`config.mk`:
```
export PLATFORM = sky130hd
export DESIGN_NAME = floppy_head_emulator
export DESIGN_NICKNAME = d
export VERILOG_FILES = /design/src/rtl/floppy_head_emulator.sv
export SDC_FILE = /design/constraint.sdc
export NUM_CORES = 1
export LEC_CHECK = 0
export CAP_MARGIN = 30
export CORE_MARGIN = 8
export CORE_UTILIZATION = 56
export CTS_CLUSTER_DIAMETER = 100
export DETAILED_ROUTE_END_ITERATION = 6
export HOLD_SLACK_MARGIN = 0.1
export MAX_ROUTING_LAYER = met4
export PLACE_DENSITY = 0.77
export REMOVE_ABC_BUFFERS = 1
export SYNTH_ARGS = -nofsm -noshare
export SYNTH_HDL_FRONTEND = slang
export SYNTH_SLANG_ARGS = --single-unit
```
`constraint.sdc`:
```
create_clock -name clk -period 3.2 [get_ports clk]
set_input_delay 0.64 -clock clk [delete_from_list [all_inputs] [get_ports clk]]
set_output_delay 0.64 -clock clk [all_outputs]
set_load 0.02 [all_outputs]
```
`src/rtl/floppy_head_emulator.sv`:
```
// Purpose: emulates a floppy drive head positioner driven by STEP/DIR lines, with rate and limit checking.
// Latency: head_track/step_count/step_accepted update on the 3rd clk edge after step_pulse is first sampled high.
// Backpressure: none; steps arriving too soon are dropped and flagged, steps past the end stops are absorbed.
module floppy_head_emulator #(
    parameter int MAX_TRACK       = 83,
    parameter int MIN_STEP_CYCLES = 2000,
    parameter int SETTLE_CYCLES   = 15000
) (
    input  logic        clk,
    input  logic        reset_n,
    input  logic        step_pulse,
    input  logic        direction,
    input  logic        clear_err,
    output logic [7:0]  head_track,
    output logic        track0,
    output logic        settled,
    output logic        step_accepted,
    output logic        limit_hit,
    output logic        rate_err,
    output logic [15:0] step_count
);

    localparam int IW = (MIN_STEP_CYCLES < 1) ? 1 : $clog2(MIN_STEP_CYCLES + 1);
    localparam int SW = (SETTLE_CYCLES < 1) ? 1 : $clog2(SETTLE_CYCLES + 1);

    localparam logic [IW-1:0] IVL_MAX    = IW'(MIN_STEP_CYCLES);
    localparam logic [SW-1:0] SETTLE_LD  = SW'(SETTLE_CYCLES);
    localparam logic [7:0]    TRK_MAX    = 8'(MAX_TRACK);

    localparam logic [0:0] ST_IDLE   = 1'b0;
    localparam logic [0:0] ST_SETTLE = 1'b1;

    // Synchronizers, edge history and arming
    logic [1:0]    step_sync_q, step_sync_d;
    logic [1:0]    dir_sync_q, dir_sync_d;
    logic          step_prev_q, step_prev_d;
    logic [1:0]    fill_q, fill_d;
    logic          armed_q, armed_d;

    // Head state, timers and flags
    logic [IW-1:0] ivl_q, ivl_d;
    logic [0:0]    state_q, state_d;
    logic [SW-1:0] settle_q, settle_d;
    logic [7:0]    track_q, track_d;
    logic [15:0]   count_q, count_d;
    logic          acc_q, acc_d;
    logic          lim_q, lim_d;
    logic          rate_q, rate_d;

    logic          step_evt;
    logic          step_dir;
    logic          rate_ok;
    logic          accept;
    logic          rate_viol;
    logic          at_limit;

    // Step event qualification: edge of the synchronized line, only once armed
    always_comb begin
        step_sync_d = {step_sync_q[0], step_pulse};
        dir_sync_d  = {dir_sync_q[0], direction};
        step_prev_d = step_sync_q[1];
        // fill_q[1] marks that step_sync_q[1] now reflects a post-reset sample;
        // arming requires seeing the line low so a level held through reset is ignored
        fill_d      = {fill_q[0], 1'b1};
        armed_d     = armed_q | (fill_q[1] & ~step_sync_q[1]);
        step_evt    = armed_q & step_sync_q[1] & ~step_prev_q;
        step_dir    = dir_sync_q[1];
        rate_ok     = (ivl_q == IVL_MAX);
        accept      = step_evt & rate_ok;
        rate_viol   = step_evt & ~rate_ok;
        at_limit    = step_dir ? (track_q >= TRK_MAX) : (track_q == 8'd0);
    end

    // Head position, step counter, interval timer and sticky error flags
    always_comb begin
        track_d = track_q;
        count_d = count_q;
        acc_d   = accept;
        ivl_d   = rate_ok ? ivl_q : ivl_q + IW'(1);
        // a new error in the same cycle as clear_err wins
        lim_d   = lim_q & ~clear_err;
        rate_d  = (rate_q & ~clear_err) | rate_viol;
        if (accept) begin
            count_d = count_q + 16'd1;
            ivl_d   = '0;
            if (at_limit) begin
                lim_d = 1'b1;
            end else if (step_dir) begin
                track_d = track_q + 8'd1;
            end else begin
                track_d = track_q - 8'd1;
            end
        end
    end

    // Settle FSM: every accepted step (re)starts the settle interval
    always_comb begin
        state_d  = state_q;
        settle_d = settle_q;
        case (state_q)
            ST_IDLE: begin
                if (accept) begin
                    state_d  = ST_SETTLE;
                    settle_d = SETTLE_LD;
                end
            end
            default: begin
                if (accept) begin
                    settle_d = SETTLE_LD;
                end else if (settle_q == '0) begin
                    state_d = ST_IDLE;
                end else begin
                    settle_d = settle_q - SW'(1);
                end
            end
        endcase
    end

    // State registers; reset aborts any settle or synchronization in flight
    always_ff @(posedge clk or negedge reset_n) begin
        if (!reset_n) begin
            step_sync_q <= '0;
            dir_sync_q  <= '0;
            step_prev_q <= 1'b0;
            fill_q      <= '0;
            armed_q     <= 1'b0;
            ivl_q       <= IVL_MAX;
            state_q     <= ST_IDLE;
            settle_q    <= '0;
            track_q     <= '0;
            count_q     <= '0;
            acc_q       <= 1'b0;
            lim_q       <= 1'b0;
            rate_q      <= 1'b0;
        end else begin
            step_sync_q <= step_sync_d;
            dir_sync_q  <= dir_sync_d;
            step_prev_q <= step_prev_d;
            fill_q      <= fill_d;
            armed_q     <= armed_d;
            ivl_q       <= ivl_d;
            state_q     <= state_d;
            settle_q    <= settle_d;
            track_q     <= track_d;
            count_q     <= count_d;
            acc_q       <= acc_d;
            lim_q       <= lim_d;
            rate_q      <= rate_d;
        end
    end

    assign head_track    = track_q;
    assign track0        = (track_q == 8'd0);
    assign settled       = (state_q == ST_IDLE);
    assign step_accepted = acc_q;
    assign limit_hit     = lim_q;
    assign rate_err      = rate_q;
    assign step_count    = count_q;

endmodule
```
==> results.md, run 1 <==
* Status: finished clean
* CTS Root Cell: clkbuf_8
* Initial antenna violation count at 0
* Cell Area, Placed at 3370 µm²
* H-tree depth at 3
* Post-synth EDFFs at 0
* Post-CTS Resized at 0
* Num ports at 34
* Antenna Violating Nets Remaining at 0
* Vias in the first global route at 2272
* Dominant synthesized flop cell: dfrtp_1
* Crit path max fanout at 6
* Final Max Slew Viols at 0
* Post-Route Skew at 0.00915 ns
* Chip width at 88.5 µm
* Crit end category: output port
* Final wirelength at 6120 µm
* Vias at roughly 2300
* VDD IR max at 253 µV
* Drt drc at 0
* Layout cell share with drive strength beyond 1 at 8.06%
* Routability cong. at 0.819
* Vias per std cell at between 5 and 6
* Cells after Synth at 287
* Avg WL per Cell at approximately 15 µm
* Hold buffers post-CTS at 0
* Final Cycle Share at approximately 87%
* Synth warn at 0
* Syn Area/Cell at 10.3 µm²
* Yosys top cell area share at between 40 and 50%
* Critical Path AT at 2.14 ns
* Top post-synthesis cells by area: dfrtp_1, xnor2_1, dfstp_2
* First-pass GRT wire length at 10400 µm
* Detailed Routing Iterations Pass 1 at 4
* Syn-to-layout area delta at 20.8%
* Pwr dens at 414 nW/µm²
* Synth area leader: dfrtp_1
* CTS buffer count at 9
* WP data required at 2.56 ns
* TritonCTS clock tree: yes
* Synth Register Bits at slightly above 60
* Slew @ Worst Pin at around 0.76 ns
* Crit path kind: reg -> out
* Sequential share of the synthesized area at 52.1%
* Largest net degree at the start of global routing at 26
* Final Hold Vio Count at 0
* Slew HR at 48.6%
* Initial Util at 57.7%
* MaxCap Viol Count at 0
* Total gr overflow at 0
* F_max at 0.360 GHz
* CTS Buffer Depth at 2
* Synthesized area at 2950 µm²
* Clock transition at path regs at 0.07 ns
* Post-route cell area at 3560 µm²
* Final setup fails at 0
* GR Util All Layers at 17.8%
* Number of port buffers at 33
* Die area at 7840 µm²
* TritonCTS sink count at 61
* Buffer count from post-CTS setup fixing at 0
* CORE AREA at slightly above 5000 µm²
* RSZ-0062 raised after global routing: false
* Nets at 346
* Async set-reset flop share out of synthesis at 100%
* Post-route minimum period at 2.78 ns
* N_diodes at 0
* Leakage power total at around 1.6 nW
* HP Class: in -> async
* Hpwl dp at 4380 µm
* Setup_tns at 0 ns
* Crit start category: register
* Iter 0 DRT Violations at 73
* Clk_lat worst skew at between 0.3 and 0.4 ns
* Yosys cell types at 44
* FP Rows at 26
* Die H at 88.5 µm
cell type report:
cell class / count / area (µm²)
clock buffers: 14 / 153
clock inverters: 2 / 35.0
fillers: 418 / 1550
inverters: 17 / 63.8
multi-input cells: 203 / 1320
flip-flops and latches: 61 / 1530
well taps: 70 / 87.6
repair buffers: 38 / 363
cell families (layout without fill, tap and decap cells):
family                   after synthesis  in the layout  share of synthesized area (%)
AND/OR/NAND/NOR                      105            105                           18.1
flip-flops                            61             61                           52.1
AO/OA/AOI/OAI                         53             53                           11.7
XOR/XNOR                              30             30                           8.92
buffers and inverters                 23             71                           3.06
adder cells (fa/ha/maj)               11             11                           4.93
multiplexers                           3              3                           1.06
other                                  1              1                          0.127
flip-flops by register name, indices dropped and copies added (netlist names):
register,count
armed_q,1
dir_sync_q,2
fill_q,2
head_track,8
ivl_q,11
limit_hit,1
rate_err,1
settle_q,14
state_q,1
step_accepted,1
step_count,16
step_prev_q,1
step_sync_q,2
critical path, cell delays in order, from the launching register on:
cell and delay [ns]:
dfrtp_1 0.46, or4_1 0.58, nor2_1 0.15, clkdlybuf4s50_1 0.62
layout by cell type, fill, tap and decap left out, types with 7 or more instances in the layout:
cell type,netlist,layout
xor2_1,10,10
clkdlybuf4s50_1,0,32
clkbuf_8,0,10
dfrtp_1,55,55
o21ai_0,9,9
nor3_1,7,7
nor2_1,18,18
nand3_1,16,16
inv_1,17,17
ha_1,10,10
a21oi_1,8,8
nand2_1,29,29
xnor2_1,20,20
cell usage after synthesis, drive strengths merged, types with 4 or more instances:
cell	n
dfrtp	55
nand2	29
xnor2	20
nor2	18
inv	17
nand3	16
o21ai	13
ha	10
xor2	10
a21oi	8
nor3	7
and3	6
dfstp	6
a21o	5
nor4	5
o211ai	5
or4	5
a211oi	4
a31oi	4
nand4	4
o21a	4
stage by stage:
step	util (%)	hold slack, ns	setup slack [ns]	instances	total power [mW]
after floorplan	-	0.331	0.500	281	0.809
after global placement	66.0	0.332	0.682	389	0.835
after detailed placement	66.0	0.339	0.633	389	0.837
after CTS	69.7	0.244	0.397	405	1.49
after global routing	69.7	0.277	0.353	405	1.52
final	69.7	0.241	0.421	405	1.47
per-layer routing:
metal	track usage, %	up-vias	wire length, µm
met1	22.3	1113	2880
met5	-	-	0
met3	4.83	8	303
met4	6.91	0	72
li1	-	1106	-
met2	26.7	49	2870
final timing paths:
check	start	endpoint	slack, ns	depth (start not counted)
max	head_track[1]$_DFFE_PN0P_	track0	0.42	3
max in group asynchronous	reset_n	ivl_q[4]$_DFFE_PN1P_	2.23	2
min reg2reg	step_sync_q[0]$_DFF_PN0_	step_sync_q[1]$_DFF_PN0_	0.36	0
min	reset_n	settle_q[12]$_DFFE_PN0P_	0.24	1
max reg2reg	ivl_q[0]$_DFFE_PN0P_	step_count[15]$_DFFE_PN0P_	0.59	7
min in group clk	step_sync_q[0]$_DFF_PN0_	step_sync_q[1]$_DFF_PN0_	0.36	0
report_power, final:
| part | internal, mW | total (mW) | switching, mW |
|---|---|---|---|
| registers | 0.777 | 0.780 | 0.00278 |
| clock network | 0.381 | 0.652 | 0.271 |
| logic | 0.0140 | 0.0419 | 0.0279 |
| total | 1.17 | 1.47 | 0.301 |
Note: power is estimated with default switching activity, not from simulation.
==> inputs of run 2 (changes only) <==
Settings changed: CORE_MARGIN 8 to default, CTS_BUF_LIST from default to sky130_fd_sc_hd__clkbuf_16.
==> run 2 against run 1 <==
Effect of this change: global-route usage is 6.3 points higher; clock power rose by 64%; first-iteration DRC count grew 59%; via count up 0.83%; critical path depth is the same; critical path type unchanged; largest cell class unchanged; highest routed layer unchanged.
==> results.md, run 2 (same netlist as run 1, synthesis figures left out) <==
* Status: finished clean
* Vias in the first global route at 2103
* Flop2flop setup slack at around 0.60 ns
* GR Util All Layers at 24.0%
* Detailed Routing Iterations Pass 1 at 4
* Initial Util at 58.1%
* Initial antenna violation count at 0
* Placed Instances at 390
* Crit path kind: reg -> out
* Critical Path AT at 2.13 ns
* CTS buffer count at 9
* Antenna Violating Nets Remaining at 0
* Crit end category: output port
* Sequential share of power at 41.3%
* HP Class: in -> async
* Layout fillers at 366
* Vias per std cell at 5.65
* Clk_lat worst skew at approximately 0.32 ns
* Nets at 347
* Max reg flops at 16
* Crit path max fanout at 4
* Avg WL per Cell at approximately 14 µm
* Final wirelength at around 5900 µm
* H-tree depth at 3
* Syn-to-layout area delta at 26.3%
* Clock transition at path regs at around 0.050 ns
* Net Switching at about 0.35 mW
* Chip width at 74.5 µm
* Total gr overflow at 0
* Clock group share of total power at between 50 and 60%
* MaxCap Viol Count at 0
* Slew HR at between 50% and 60%
* TritonCTS clock tree: yes
* Combinational power share at 2.4%
* Die H at 74.5 µm
* Commonest non-fill, non-tap cell in the layout: dfrtp_1
* FP Rows at 26
* Slew @ Worst Pin at around 0.71 ns
* Die area at 5560 µm²
* Crit start category: register
* Routability cong. at 0.796
* First-pass GRT wire length at 9560 µm
* Pwr dens at around 510 nW/µm²
* Final Hold Vio Count at 0
* Final setup fails at 0
* VDD IR max at a little over 300 µV
* N_diodes at 0
* Hold buffers post-CTS at 0
* Final worst slack at roughly 0.43 ns
* Setup_tns at 0 ns
* Post-Route Skew at 0.00446 ns
* Most frequent cells in the layout: dfrtp_1, clkdlybuf4s50_1, nand2_1, xnor2_1, inv_1
* Post-CTS Resized at 0
* Final Cycle Share at 86.7%
* Leakage power total at 1.69 nW
* RSZ-0062 raised after global routing: false
* CTS Buffer Depth at 2
* Drt drc at 0
* Final Max Slew Viols at 0
* Post-place setup slack at 0.618 ns
* Vias at ~2300
* Num ports at 34
* Hold_ws at 0.268 ns
* Post-route insts no fill at approximately 410
* Post-route minimum period at 2.77 ns
* Hpwl dp at 4020 µm
* Final Core Density at 73.3%
* Largest net degree at the start of global routing at 33
* CTS Root Cell: clkbuf_16
* Buffer count from post-CTS setup fixing at 0
* Switching share of power at 18.4%
* WP data required at around 2.6 ns
* Pint at between 1.5 and 2 mW
* Number of port buffers at 33
* F_max at ~0.36 GHz
* Iter 0 DRT Violations at 116
* CORE AREA at 5070 µm²
* TritonCTS sink count at 61
* Layout cell share with drive strength beyond 1 at 8.63%
run 2: path summary, 6_finish.rpt:
check | from | cells after the start | endpoint
worst max register to register | ivl_q[0]$_DFFE_PN0P_ | 7 | head_track[7]$_DFFE_PN0P_
worst max-delay path | head_track[7]$_DFFE_PN0P_ | 3 | track0
min in group clk | dir_sync_q[0]$_DFF_PN0_ | 0 | dir_sync_q[1]$_DFF_PN0_
worst min-delay path | reset_n | 1 | step_count[2]$_DFFE_PN0P_
worst min register to register | dir_sync_q[0]$_DFF_PN0_ | 0 | dir_sync_q[1]$_DFF_PN0_
max in group asynchronous | reset_n | 2 | ivl_q[9]$_DFFE_PN1P_
run 2: metrics by stage:
stage / instance area, µm² / power (mW)
after detailed placement: 3390 / 0.840
after CTS: 3720 / 1.91
after floorplan: 2920 / 0.809
final: 3720 / 1.89
after global routing: 3720 / 1.95
after global placement: 3370 / 0.835
run 2: worst max-delay path: stages, from the launching register on:
cell and delay [ns]:
dfrtp_1 0.42, or4_1 0.60, nor2_1 0.18, clkdlybuf4s50_1 0.62
run 2: routing by layer:
layer / global-route usage, % / wire (µm) / vias to the layer above / part of all wire [%]
li1: - / - / 1106 / -
met4: 11.7 / 93 / 0 / 1.6
met3: 4.74 / 195 / 11 / 3.3
met1: 31.2 / 2730 / 1129 / 47
met5: - / 0 / - / 0
met2: 36.0 / 2830 / 49 / 48
run 2: layout make-up:
class                   instances  area, µm²  share of cell area (%)
repair buffers                 39        383                    10.3
clock inverters                 7        106                    2.86
clock buffers                   9        225                    6.05
flip-flops and latches         61       1530                    41.2
inverters                      17       63.8                    1.71
well taps                      70       87.6                    2.35
multi-input cells             203       1320                    35.5
run 2: power by group through the flow:
stage / registers [mW] / logic [mW] / clock network (mW)
after floorplan: 0.795 / 0.0140 / 0
after global placement: 0.794 / 0.0413 / 0
after detailed placement: 0.794 / 0.0456 / 0
after CTS: 0.781 / 0.0462 / 1.08
after global routing: 0.781 / 0.0512 / 1.12
final: 0.781 / 0.0448 / 1.07
==> inputs of run 3 (changes only) <==
Settings changed: REMOVE_ABC_BUFFERS 1 to default.
==> run 3 against run 2 <==
Effect of this change: routed wire length increased by 2.6%; clock skew increased by 0.0019 ns; first-iteration DRC count increased by 27%; critical endpoint is now head_track[7]$_DFFE_PN0P_; largest power group unchanged; highest routed layer unchanged.
==> results.md, run 3 (same netlist as run 1, synthesis figures left out) <==
* Overall Power at 1.66 mW
* Hpwl dp at between 4000 and 5000 µm
* Worst R2R End: head_track[7]$_DFFE_PN0P_
* Flop2flop setup slack at between 0.3 and 0.4 ns
* Cell Area, Placed at 3370 µm²
* Post-Route Skew at approximately 0.0063 ns
* Max reg flops at 16
* Avg WL per Cell at 14.8 µm
* Post-Syn Nets at 303
* Status: finished clean
* Crit end category: register
* Clock transition at path regs at 0.05 ns
* Worst hold path depth at 0
* Post-route minimum period at 2.81 ns
* Post-route cell area at 3630 µm²
* CORE AREA at 5070 µm²
* TritonCTS clock tree: yes
* Layout cell share with drive strength beyond 1 at 8.36%
* Vias at 2279
* VDD IR max at 385 µV
* RSZ-0062 raised after global routing: false
* Pwr dens at between 400 and 500 nW/µm²
* R2r startpoint: ivl_q[0]$_DFFE_PN0P_
* Initial antenna violation count at 0
* First-pass GRT wire length at between 9000 and 10000 µm
* Die H at 74.5 µm
* Post-CTS Resized at 0
* Final wirelength at between 6000 and 7000 µm
* Detailed Routing Iterations Pass 1 at 4
* Routability cong. at 0.819
* Slew HR at 43.3%
* Vias in the first global route at approximately 2200
* WP data required at 3.41 ns
* Crit start category: register
* Number of port buffers at 33
* Antenna Violating Nets Remaining at 0
* CTS Buffer Depth at 2
* GR Util All Layers at 25.6%
* Num ports at 34
* Initial Util at 58.1%
* MaxCap Viol Count at 0
* Final Core Density at 71.5%
* Reg2reg path depth at 7
* Iter 0 DRT Violations at approximately 150
* Syn-to-layout area delta at 23.2%
* TritonCTS sink count at 61
* Drt drc at 0
* Final Hold Vio Count at 0
* H-tree depth at 3
* Placed Instances at 389
* Largest net degree at the start of global routing at 41
* Buffer count from post-CTS setup fixing at 0
* Final Max Slew Viols at 0
* Critical Path AT at a little over 3 ns
* HP Class: reg -> reg
* FP Rows at 26
* Post-route insts no fill at 405
* Nets at roughly 350
* CTS buffer count at 9
* Vias per std cell at about 5.6
* Setup_tns at 0 ns
* Worst Hold End: dir_sync_q[1]$_DFF_PN0_
* Hold_sp: dir_sync_q[0]$_DFF_PN0_
* Clk_lat worst skew at 0.33 ns
* CTS Root Cell: clkbuf_16
* Hold buffers post-CTS at 0
* F_max at between 0.3 and 0.4 GHz
* N_diodes at 0
* Final setup fails at 0
* Crit path max fanout at 14
* Die area at roughly 5600 µm²
* Chip width at 74.5 µm
* Most frequent cells in the layout: dfrtp_1, clkdlybuf4s50_1, nand2_1, xnor2_1
* Commonest non-fill, non-tap cell in the layout: dfrtp_1
* Slew @ Worst Pin at around 0.85 ns
* Total gr overflow at 0
* Crit path kind: reg -> reg
* Leakage power total at 1.64 nW
* Final Cycle Share at 87.7%
==> run 3: changes by cell type in the layout (fill, tap and decap cells not counted) <==
cell / before / now
clkinv_1: 1 / 2
clkinv_2: 1 / 3
buf_12: 1 / 0
inv_1: 19 / 18
clkinvlp_4: 0 / 1
bufinv_16: 3 / 0
==> run 3: worst max path at each step <==
stage	endpoint	startpoint	slack (ns)
floorplan	head_track[0]$_DFFE_PN0P_	ivl_q[0]$_DFFE_PN0P_	0.77
global placement	head_track[7]$_DFFE_PN0P_	ivl_q[0]$_DFFE_PN0P_	0.47
detailed placement	head_track[7]$_DFFE_PN0P_	ivl_q[0]$_DFFE_PN0P_	0.41
CTS	head_track[7]$_DFFE_PN0P_	ivl_q[0]$_DFFE_PN0P_	0.40
global route	step_count[8]$_DFFE_PN0P_	ivl_q[0]$_DFFE_PN0P_	0.24
finish	head_track[7]$_DFFE_PN0P_	ivl_q[0]$_DFFE_PN0P_	0.39
==> run 3: metrics by stage <==
| stage | hold slack [ns] | setup slack [ns] |
|---|---|---|
| after floorplan | 0.331 | 0.765 |
| after global placement | 0.334 | 0.473 |
| after detailed placement | 0.345 | 0.415 |
| after CTS | 0.356 | 0.400 |
| after global routing | 0.368 | 0.240 |
| final | 0.353 | 0.393 |
==> run 3: metal layers <==
metal,part of all wire [%],global-route usage (%),up-vias
li1,-,-,1103
met1,46,32.5,1116
met2,47,38.4,51
met3,4.7,6.64,9
met4,1.7,11.7,0
met5,0,-,-
==> run 3: area by class of cell <==
| class | instances | area [µm²] |
|---|---|---|
| Fill cell | 385 | 1450 |
| Sequential cell | 61 | 1530 |
| Inverter | 17 | 63.8 |
| Clock buffer | 9 | 225 |
| Multi-Input combinational cell | 203 | 1320 |
| Timing Repair Buffer | 38 | 363 |
| Clock inverter | 7 | 33.8 |
| Tap cell | 70 | 87.6 |
==> run 3: where the power goes <==
group | internal, mW | total [mW] | leakage [nW] | switching, mW
clock | 0.509 | 0.837 | 0.131 | 0.327
combinational | 0.0140 | 0.0420 | 0.709 | 0.0279
sequential | 0.779 | 0.782 | 0.798 | 0.00302
total | 1.30 | 1.66 | 1.64 | 0.358
==> run 3: critical path, cell delays in order (launching register included) <==
cell	delay, ns
dfrtp_1	0.42
inv_1	0.07
ha_1	0.14
or4b_1	0.41
or4_1	0.71
a311o_1	0.58
a21o_1	0.24
xnor2_1	0.12
